--- config.mk ---
export PLATFORM = sky130hd
export DESIGN_NAME = frogger_lives_ctrl
export DESIGN_NICKNAME = d
export VERILOG_FILES = /design/src/rtl/frogger_lives_ctrl.sv
export SDC_FILE = /design/constraint.sdc
export NUM_CORES = 1
export LEC_CHECK = 0
export CAP_MARGIN = 20
export CORE_MARGIN = 5
export CORE_UTILIZATION = 50
export DETAILED_ROUTE_END_ITERATION = 16
export PLACE_DENSITY = 0.81
export REMOVE_ABC_BUFFERS = 1
export SLEW_MARGIN = 20
export SYNTH_ARGS = -nofsm -noshare
export SYNTH_HDL_FRONTEND = slang
export SYNTH_SLANG_ARGS = --single-unit
--- constraint.sdc ---
create_clock -name SC_LIVES_CLOCK_50 -period 2.55 [get_ports SC_LIVES_CLOCK_50]
set_clock_uncertainty 0.2 [all_clocks]
set_input_delay 0.51 -clock SC_LIVES_CLOCK_50 [delete_from_list [all_inputs] [get_ports SC_LIVES_CLOCK_50]]
set_output_delay 0.51 -clock SC_LIVES_CLOCK_50 [all_outputs]
set_load 0.01 [all_outputs]
--- src/rtl/frogger_lives_ctrl.sv ---
// Frogger game-state sequencer: turns lane collision and goal flags into lives,
// score, death/respawn timing and game-over, with every output registered.
//
// state   | meaning
// --------+----------------------------------------------------------
// S_IDLE  | after reset, frog frozen, waiting for start
// S_PLAY  | frog moving, collisions and goal accepted
// S_DYING | frog frozen for DEATH_TICKS frame ticks after a hit
// S_GRACE | frog moving but immune for GRACE_TICKS ticks after respawn
// S_OVER  | no lives left, frozen, waiting for start
module frogger_lives_ctrl #(
  parameter int LIVES_INIT  = 3,
  parameter int LIFE_W      = 2,
  parameter int DEATH_TICKS = 8,
  parameter int GRACE_TICKS = 4
) (
  input  logic              SC_LIVES_CLOCK_50,
  input  logic              SC_LIVES_RESET_InLow,
  input  logic [7:0]        SC_LIVES_collision_InBus,
  input  logic              SC_LIVES_goal_In,
  input  logic              SC_LIVES_tick_In,
  input  logic              SC_LIVES_start_In,
  output logic [LIFE_W-1:0] SC_LIVES_lives_OutBus,
  output logic [7:0]        SC_LIVES_score_OutBus,
  output logic [2:0]        SC_LIVES_lane_OutBus,
  output logic              SC_LIVES_hit_Out,
  output logic              SC_LIVES_respawn_Out,
  output logic              SC_LIVES_freeze_Out,
  output logic              SC_LIVES_gameover_Out
);

  typedef enum logic [2:0] {
    S_IDLE,
    S_PLAY,
    S_DYING,
    S_GRACE,
    S_OVER
  } state_t;

  localparam logic [LIFE_W-1:0] LIVES_LOAD = LIFE_W'(LIVES_INIT);
  localparam logic [LIFE_W-1:0] LIFE_ONE   = LIFE_W'(1);
  localparam logic [3:0]        DEATH_LOAD = 4'(DEATH_TICKS);
  localparam logic [3:0]        GRACE_LOAD = 4'(GRACE_TICKS);

  state_t     state;
  logic [3:0] tick_cnt;
  logic       any_hit;

  assign any_hit = |SC_LIVES_collision_InBus;

  // Scan from the top so the lowest set index is the one that sticks.
  function automatic logic [2:0] lowest_lane(input logic [7:0] flags);
    logic [2:0] lane;
    lane = 3'd0;
    for (int i = 7; i >= 0; i--) begin
      if (flags[i]) lane = 3'(i);
    end
    return lane;
  endfunction

  always_ff @(posedge SC_LIVES_CLOCK_50 or negedge SC_LIVES_RESET_InLow) begin
    if (!SC_LIVES_RESET_InLow) begin
      state                 <= S_IDLE;
      tick_cnt              <= 4'd0;
      SC_LIVES_lives_OutBus <= LIVES_LOAD;
      SC_LIVES_score_OutBus <= 8'd0;
      SC_LIVES_lane_OutBus  <= 3'd0;
      SC_LIVES_hit_Out      <= 1'b0;
      SC_LIVES_respawn_Out  <= 1'b0;
      SC_LIVES_freeze_Out   <= 1'b1;
      SC_LIVES_gameover_Out <= 1'b0;
    end else begin
      SC_LIVES_hit_Out     <= 1'b0;
      SC_LIVES_respawn_Out <= 1'b0;
      case (state)
        S_IDLE, S_OVER: begin
          if (SC_LIVES_start_In) begin
            state                 <= S_PLAY;
            SC_LIVES_lives_OutBus <= LIVES_LOAD;
            SC_LIVES_score_OutBus <= 8'd0;
            SC_LIVES_lane_OutBus  <= 3'd0;
            SC_LIVES_respawn_Out  <= 1'b1;
            SC_LIVES_freeze_Out   <= 1'b0;
            SC_LIVES_gameover_Out <= 1'b0;
          end
        end
        S_PLAY: begin
          if (any_hit) begin
            SC_LIVES_hit_Out      <= 1'b1;
            SC_LIVES_lane_OutBus  <= lowest_lane(SC_LIVES_collision_InBus);
            SC_LIVES_lives_OutBus <= SC_LIVES_lives_OutBus - LIFE_ONE;
            SC_LIVES_freeze_Out   <= 1'b1;
            if (SC_LIVES_lives_OutBus == LIFE_ONE) begin
              state                 <= S_OVER;
              SC_LIVES_gameover_Out <= 1'b1;
            end else begin
              state    <= S_DYING;
              tick_cnt <= DEATH_LOAD;
            end
          end else if (SC_LIVES_goal_In) begin
            if (SC_LIVES_score_OutBus != 8'hFF)
              SC_LIVES_score_OutBus <= SC_LIVES_score_OutBus + 8'd1;
            SC_LIVES_respawn_Out <= 1'b1;
            state                <= S_GRACE;
            tick_cnt             <= GRACE_LOAD;
          end
        end
        S_DYING: begin
          if (SC_LIVES_tick_In) begin
            if (tick_cnt == 4'd1) begin
              state                <= S_GRACE;
              tick_cnt             <= GRACE_LOAD;
              SC_LIVES_respawn_Out <= 1'b1;
              SC_LIVES_freeze_Out  <= 1'b0;
            end else begin
              tick_cnt <= tick_cnt - 4'd1;
            end
          end
        end
        S_GRACE: begin
          if (SC_LIVES_tick_In) begin
            if (tick_cnt == 4'd1) begin
              state    <= S_PLAY;
              tick_cnt <= 4'd0;
            end else begin
              tick_cnt <= tick_cnt - 4'd1;
            end
          end
        end
        default: begin
          state               <= S_IDLE;
          SC_LIVES_freeze_Out <= 1'b1;
        end
      endcase
    end
  end

endmodule
[Word level (Yosys, flattened, before mapping)]
Index checks and enable logic that the tools add are counted.
Cells by class
  equal/unequal tests: 19
  bitwise operators: 1
  reduce and logical (&&, ||, !) cells: 11
  $add $sub $neg: 3
  mux-type cells: 52
Operators by type and width (count)
  3-bit 2-to-1 mux: 18
  8-bit 2-to-1 mux: 4
  4-bit 2-to-1 mux: 7
  2-bit != test, second input constant: 10
  8-bit one-hot mux with 2 select lines: 1
  5-bit AND reduction: 3
  1-bit 2-to-1 mux: 13
  3-bit one-hot mux with 4 select lines: 1
  4-bit one-hot mux with 3 select lines: 1
  8-bit by 1-bit adder with 8-bit output, second input constant: 1
  8-bit != test, second input constant: 1
  8-bit OR reduction: 1
  3-bit by 2-bit equality test with 1-bit output, second input constant: 2
  3-bit != test, second input constant: 2
  3-bit one-hot mux with 2 select lines: 1
  6-bit AND reduction: 1
  4-bit by 1-bit equality test with 1-bit output, second input constant: 1
  2-bit 2-to-1 mux: 2
  1-bit one-hot mux with 4 select lines: 1
  2-bit one-hot mux with 2 select lines: 1
  4-bit AND reduction: 1
  4-bit by 1-bit subtractor with 4-bit output, second input constant: 1
  3-bit by 1-bit equality test with 1-bit output, second input constant: 1
  3-bit equality test, second input constant: 1
  10 further kinds: 10
Storage, ports and cells
  input port bits: 13
  register bits after elaboration: 24

[Logic depth before layout (Yosys ltp)]
  word-level depth: 10
  mapped depth: 7
  mapped depth without buffers: 7

[Worst setup path before layout]
OpenSTA, ideal clock, no wires.
  path type: input to register
  from: input SC_LIVES_collision_InBus[4]
  to: register SC_LIVES_score_OutBus[5]
  data required time: 2.277 ns
  stages on the path: 5
  arrival time: 1.935 ns
  path slack: 0.342 ns
  library setup time: 0.073 ns
  path buffers: 0
  cell sequence: nor4_2 -> nand4_2 -> a21bo_4 -> or4_1 -> a21oi_2
Between the ends
  longest elaborated chain between the ends: 3
Ends and longest elaborated chain
  from (decl): line 19  | input logic [7:0] SC_LIVES_collision_InBus,
  8-bit OR reduction: line 49  | assign any_hit = |SC_LIVES_collision_InBus;
  2-bit != test (no line)
  5-bit AND reduction (no line)
  to (signal assigned): line 102  | SC_LIVES_score_OutBus <= SC_LIVES_score_OutBus + 8'd1;
  to (decl): line 24  | output logic [7:0] SC_LIVES_score_OutBus,
No other way between the ends.
A chain may end at the register's enable or synchronous reset.

[Worst setup path in the final report]
  from: input SC_LIVES_collision_InBus[3]
  to: register SC_LIVES_score_OutBus[5]
Same word-level chain as after synthesis.

==> summary.md <==
Using the TritonRoute via totals, the vias-per-cell ratio works out to 5.84. Adding up every negative setup slack in the final design gives 0 ps. The detailed-routing iteration count for the pre-antenna-repair pass was 4; the count of antenna-violating nets left after detailed routing was 0.

The logs give 0 for the final number of hold-violating endpoints and 1840 sq um for the post-route standard cell area excluding fillers. The core region is 2710 sq um. The tools report the sequential fraction of design power as 38.7%. For the level count of the clock H-tree, the log shows 1. The tools report the global-route wire length before repair as 6420 um. The horizontal die dimension works out to 62.8 um.

Routed wire length: 3540 um. The number of synthesized flops with an enable pin is 0. Number of cell rows: 19. The synthesis-to-layout area growth is 32.6%.

Of all flip-flops after synthesis, the portion carrying an async set or reset was 100%. The logs give 89 for the first-iteration detailed-routing DRC count and 0 for the max-cap violation count. The proportion of layout cells with a drive suffix above 1 was 15.2%; the number of global-route vias before repair was 1427.

The floorplan step set the die height to 62.8 um. Global routing used 19.6% of the available tracks. The run finished with clean final reports. The synthesized design contains 24 register bits. Data on the critical path is required at its endpoint by 2610 ps.

In this run the worst hold path is classified as input port to asynchronous set/reset pin. The repair_antennas step left the layout with diodes totalling 0. VDD sags by at most 0.576 mV. 30 I/O pins were placed. The total setup buffers inserted after CTS was 0; the total cell area at the placement stage was 1810 sq um. Element type at the critical path start: an input port. Synthesis instantiated 45 different standard cells from the library. Cell at the root of the clock tree: clkbuf_4. For this design, the CTS-stage hold fixing added 0 buffers.

The overflow left after global routing came out at 0. The mapped netlist covers 1390 sq um. The final weighted congestion in routability-driven placement was 0.907. The clock passes through at most 2 buffers.

Number of antenna violations at the first check in global routing: 0. STA classifies the critical path endpoint as a flip-flop. Yosys printed 0 warnings.

The logs give 0.653 mW for the net switching power figure and 43.4% for the portion of the post-synthesis area used by sequential elements. For the number of clock buffers inserted by TritonCTS, the log shows 3. The pin count of the biggest net entering global routing was 15; the minimum clock period was 2320 ps. Clock-pin slew was measured on the worst setup and hold paths at 140 ps. Count of input and output buffers: 29. The tools report the reg-to-reg endpoint as SC_LIVES_score_OutBus[3]. Counting every instance in the synthesized netlist gives 154. Critical path class: input port to flip-flop.

Overall power consumption after layout is estimated at 1.63 mW. Dividing the final minimum period by the clock period gives 91.0%. Setup violations remaining at the end of the flow were counted as 0.

The clock latency on the worst-skew pair was 320 ps. The run gives 3940 sq um as the die footprint. The net count reported at finish was 216; the number of vias in the routed layout was 1338. The logs give 67.4% for the worst relative slew slack and 2730 um for the detailed placement HPWL.

Measured in cells, the most critical reg-to-reg path has a length of 6. Among all flip-flop cells after synthesis, the most frequent one is dfrtp_1. The combinational share of power was 48.6%; the final count of pins violating max slew was 0. TritonCTS built the clock tree. After detailed routing, the average wire length per cell comes to 15.4 um. Worst flop-to-flop path startpoint: state[1].

The post-detailed-route DRC marker count is 0, and the part of the total power dissipated in the clock network is 12.6%. The run gives 250 ps as the slack of the worst reg-to-reg path. Of all nets on the critical path, the largest fanout is 4. For the worst setup path, the data arrival time is 2380 ps. Derived from the worst setup path, the maximum achievable clock frequency is 0.431 GHz. The clock drives 24 sinks.

Starting density of the core: 51.3%. Once the clock tree was built, the resizer swapped 0 gates to a different size. Power spread over the standard cell area amounts to 885 nW/um^2. For the total leakage power, the log shows 0.814 nW. The share of total power consumed by net switching works out to 40.0%. For the cell internal power dissipation, the log shows 0.979 mW. For the pin with the worst max-slew slack, the measured transition is 487 ps. Setup repair after global routing left no endpoint under its margin.

The core occupancy in the finished layout was 68.1%; the post-synthesis average cell area was 9.03 sq um.
per-layer routing:
layer	vias to the layer above	GRT usage, %	part of all wire, %
li1	653	-	-
met1	643	23.7	44
met2	38	34.5	51
met3	4	3.24	3.1
met4	0	7.43	0.85
met5	-	0	0
cell usage after synthesis, drive strengths merged, types with 2 or more instances:
library cell / instances / area share, %
a21oi: 13 / 4.9
and2: 2 / 0.90
and3: 3 / 1.3
buf: 4 / 1.8
dfrtp: 21 / 38
dfstp: 3 / 5.7
ha: 4 / 3.6
inv: 9 / 2.4
nand2: 22 / 5.9
nand2b: 3 / 1.3
nand3: 4 / 1.4
nand4: 3 / 1.8
nor2: 14 / 3.8
nor3: 5 / 1.8
nor3b: 3 / 2.4
nor4: 2 / 1.8
o211ai: 2 / 1.1
o21ai: 11 / 4.0
o21bai: 2 / 1.1
o31ai: 5 / 3.1
or4: 2 / 1.3
per-stage QoR:
step / instances / setup slack (ps) / hold slack (ps)
floorplan: 150 / 342 / 14.4
global placement: 225 / -36.3 / 267
detailed placement: 225 / -125 / 281
CTS: 229 / 228 / 301
global route: 229 / 125 / 329
finish: 229 / 229 / 298
flip-flops by register name, summed over array words and instances, names as in the netlist:
signal                 flops
tick_cnt                   4
SC_LIVES_hit_Out           1
SC_LIVES_lane_OutBus       3
SC_LIVES_lives_OutBus      2
SC_LIVES_respawn_Out       1
SC_LIVES_score_OutBus      8
SC_LIVES_gameover_Out      1
state                      3
SC_LIVES_freeze_Out        1
cells by family (layout without fill, tap and decap cells):
kind of cell / after synthesis / after routing / share of synthesized area [%]
multiplexers: 1 / 1 / 0.719
AND/OR/NAND/NOR: 67 / 67 / 26.1
AO/OA/AOI/OAI: 45 / 45 / 21.9
adder cells (fa/ha/maj): 4 / 4 / 3.60
buffers and inverters: 13 / 57 / 4.23
flip-flops: 24 / 24 / 43.4
worst max-delay path by stage:
stage | from | end | depth (start not counted)
final | SC_LIVES_collision_InBus[3] | SC_LIVES_score_OutBus[5] | 6
after global routing | SC_LIVES_collision_InBus[3] | SC_LIVES_score_OutBus[3] | 7
after CTS | SC_LIVES_collision_InBus[3] | SC_LIVES_score_OutBus[5] | 6
after detailed placement | SC_LIVES_collision_InBus[3] | SC_LIVES_score_OutBus[3] | 7
after global placement | SC_LIVES_collision_InBus[3] | SC_LIVES_score_OutBus[5] | 6
after floorplan | SC_LIVES_collision_InBus[4] | SC_LIVES_score_OutBus[5] | 5
cells in the final DEF, fill, tap and decap left out, types with 2 or more instances in the layout:
cell type and instances:
nor3b_1 2, clkbuf_4 3, and2_1 2, clkdlybuf4s50_1 29, nand2b_1 3, o21ai_0 11
buf_4 15, and3_1 3, nand3_1 4, nand4_1 2, nand2_1 22, o21bai_1 2
nor3_1 5, inv_1 9, nor2_1 14, nor4_2 2, a21oi_1 12, ha_1 4
dfrtp_1 21, o31ai_1 4, dfstp_2 3, o211ai_1 2
layout make-up:
type	count	area (sq um)
Sequential cell	24	604
Tap cell	31	38.8
Multi-Input combinational cell	117	728
Fill cell	223	866
Timing Repair Buffer	44	403
Inverter	9	33.8
Clock buffer	4	36.3
power groups by stage:
stage / registers (mW) / clock network [mW] / logic (mW)
floorplan: 0.645 / 0 / 0.428
global placement: 0.629 / 0 / 0.761
detailed placement: 0.639 / 0 / 0.785
CTS: 0.631 / 0.209 / 0.795
global route: 0.658 / 0.237 / 0.884
finish: 0.632 / 0.206 / 0.794
worst max-delay path: stages:
cell,delay [ps]
clkdlybuf4s50_1,450
nor4_2,450
nand4_2,180
a21bo_4,240
or4_1,410
a21oi_2,140
(Power assumes the default switching activity.)
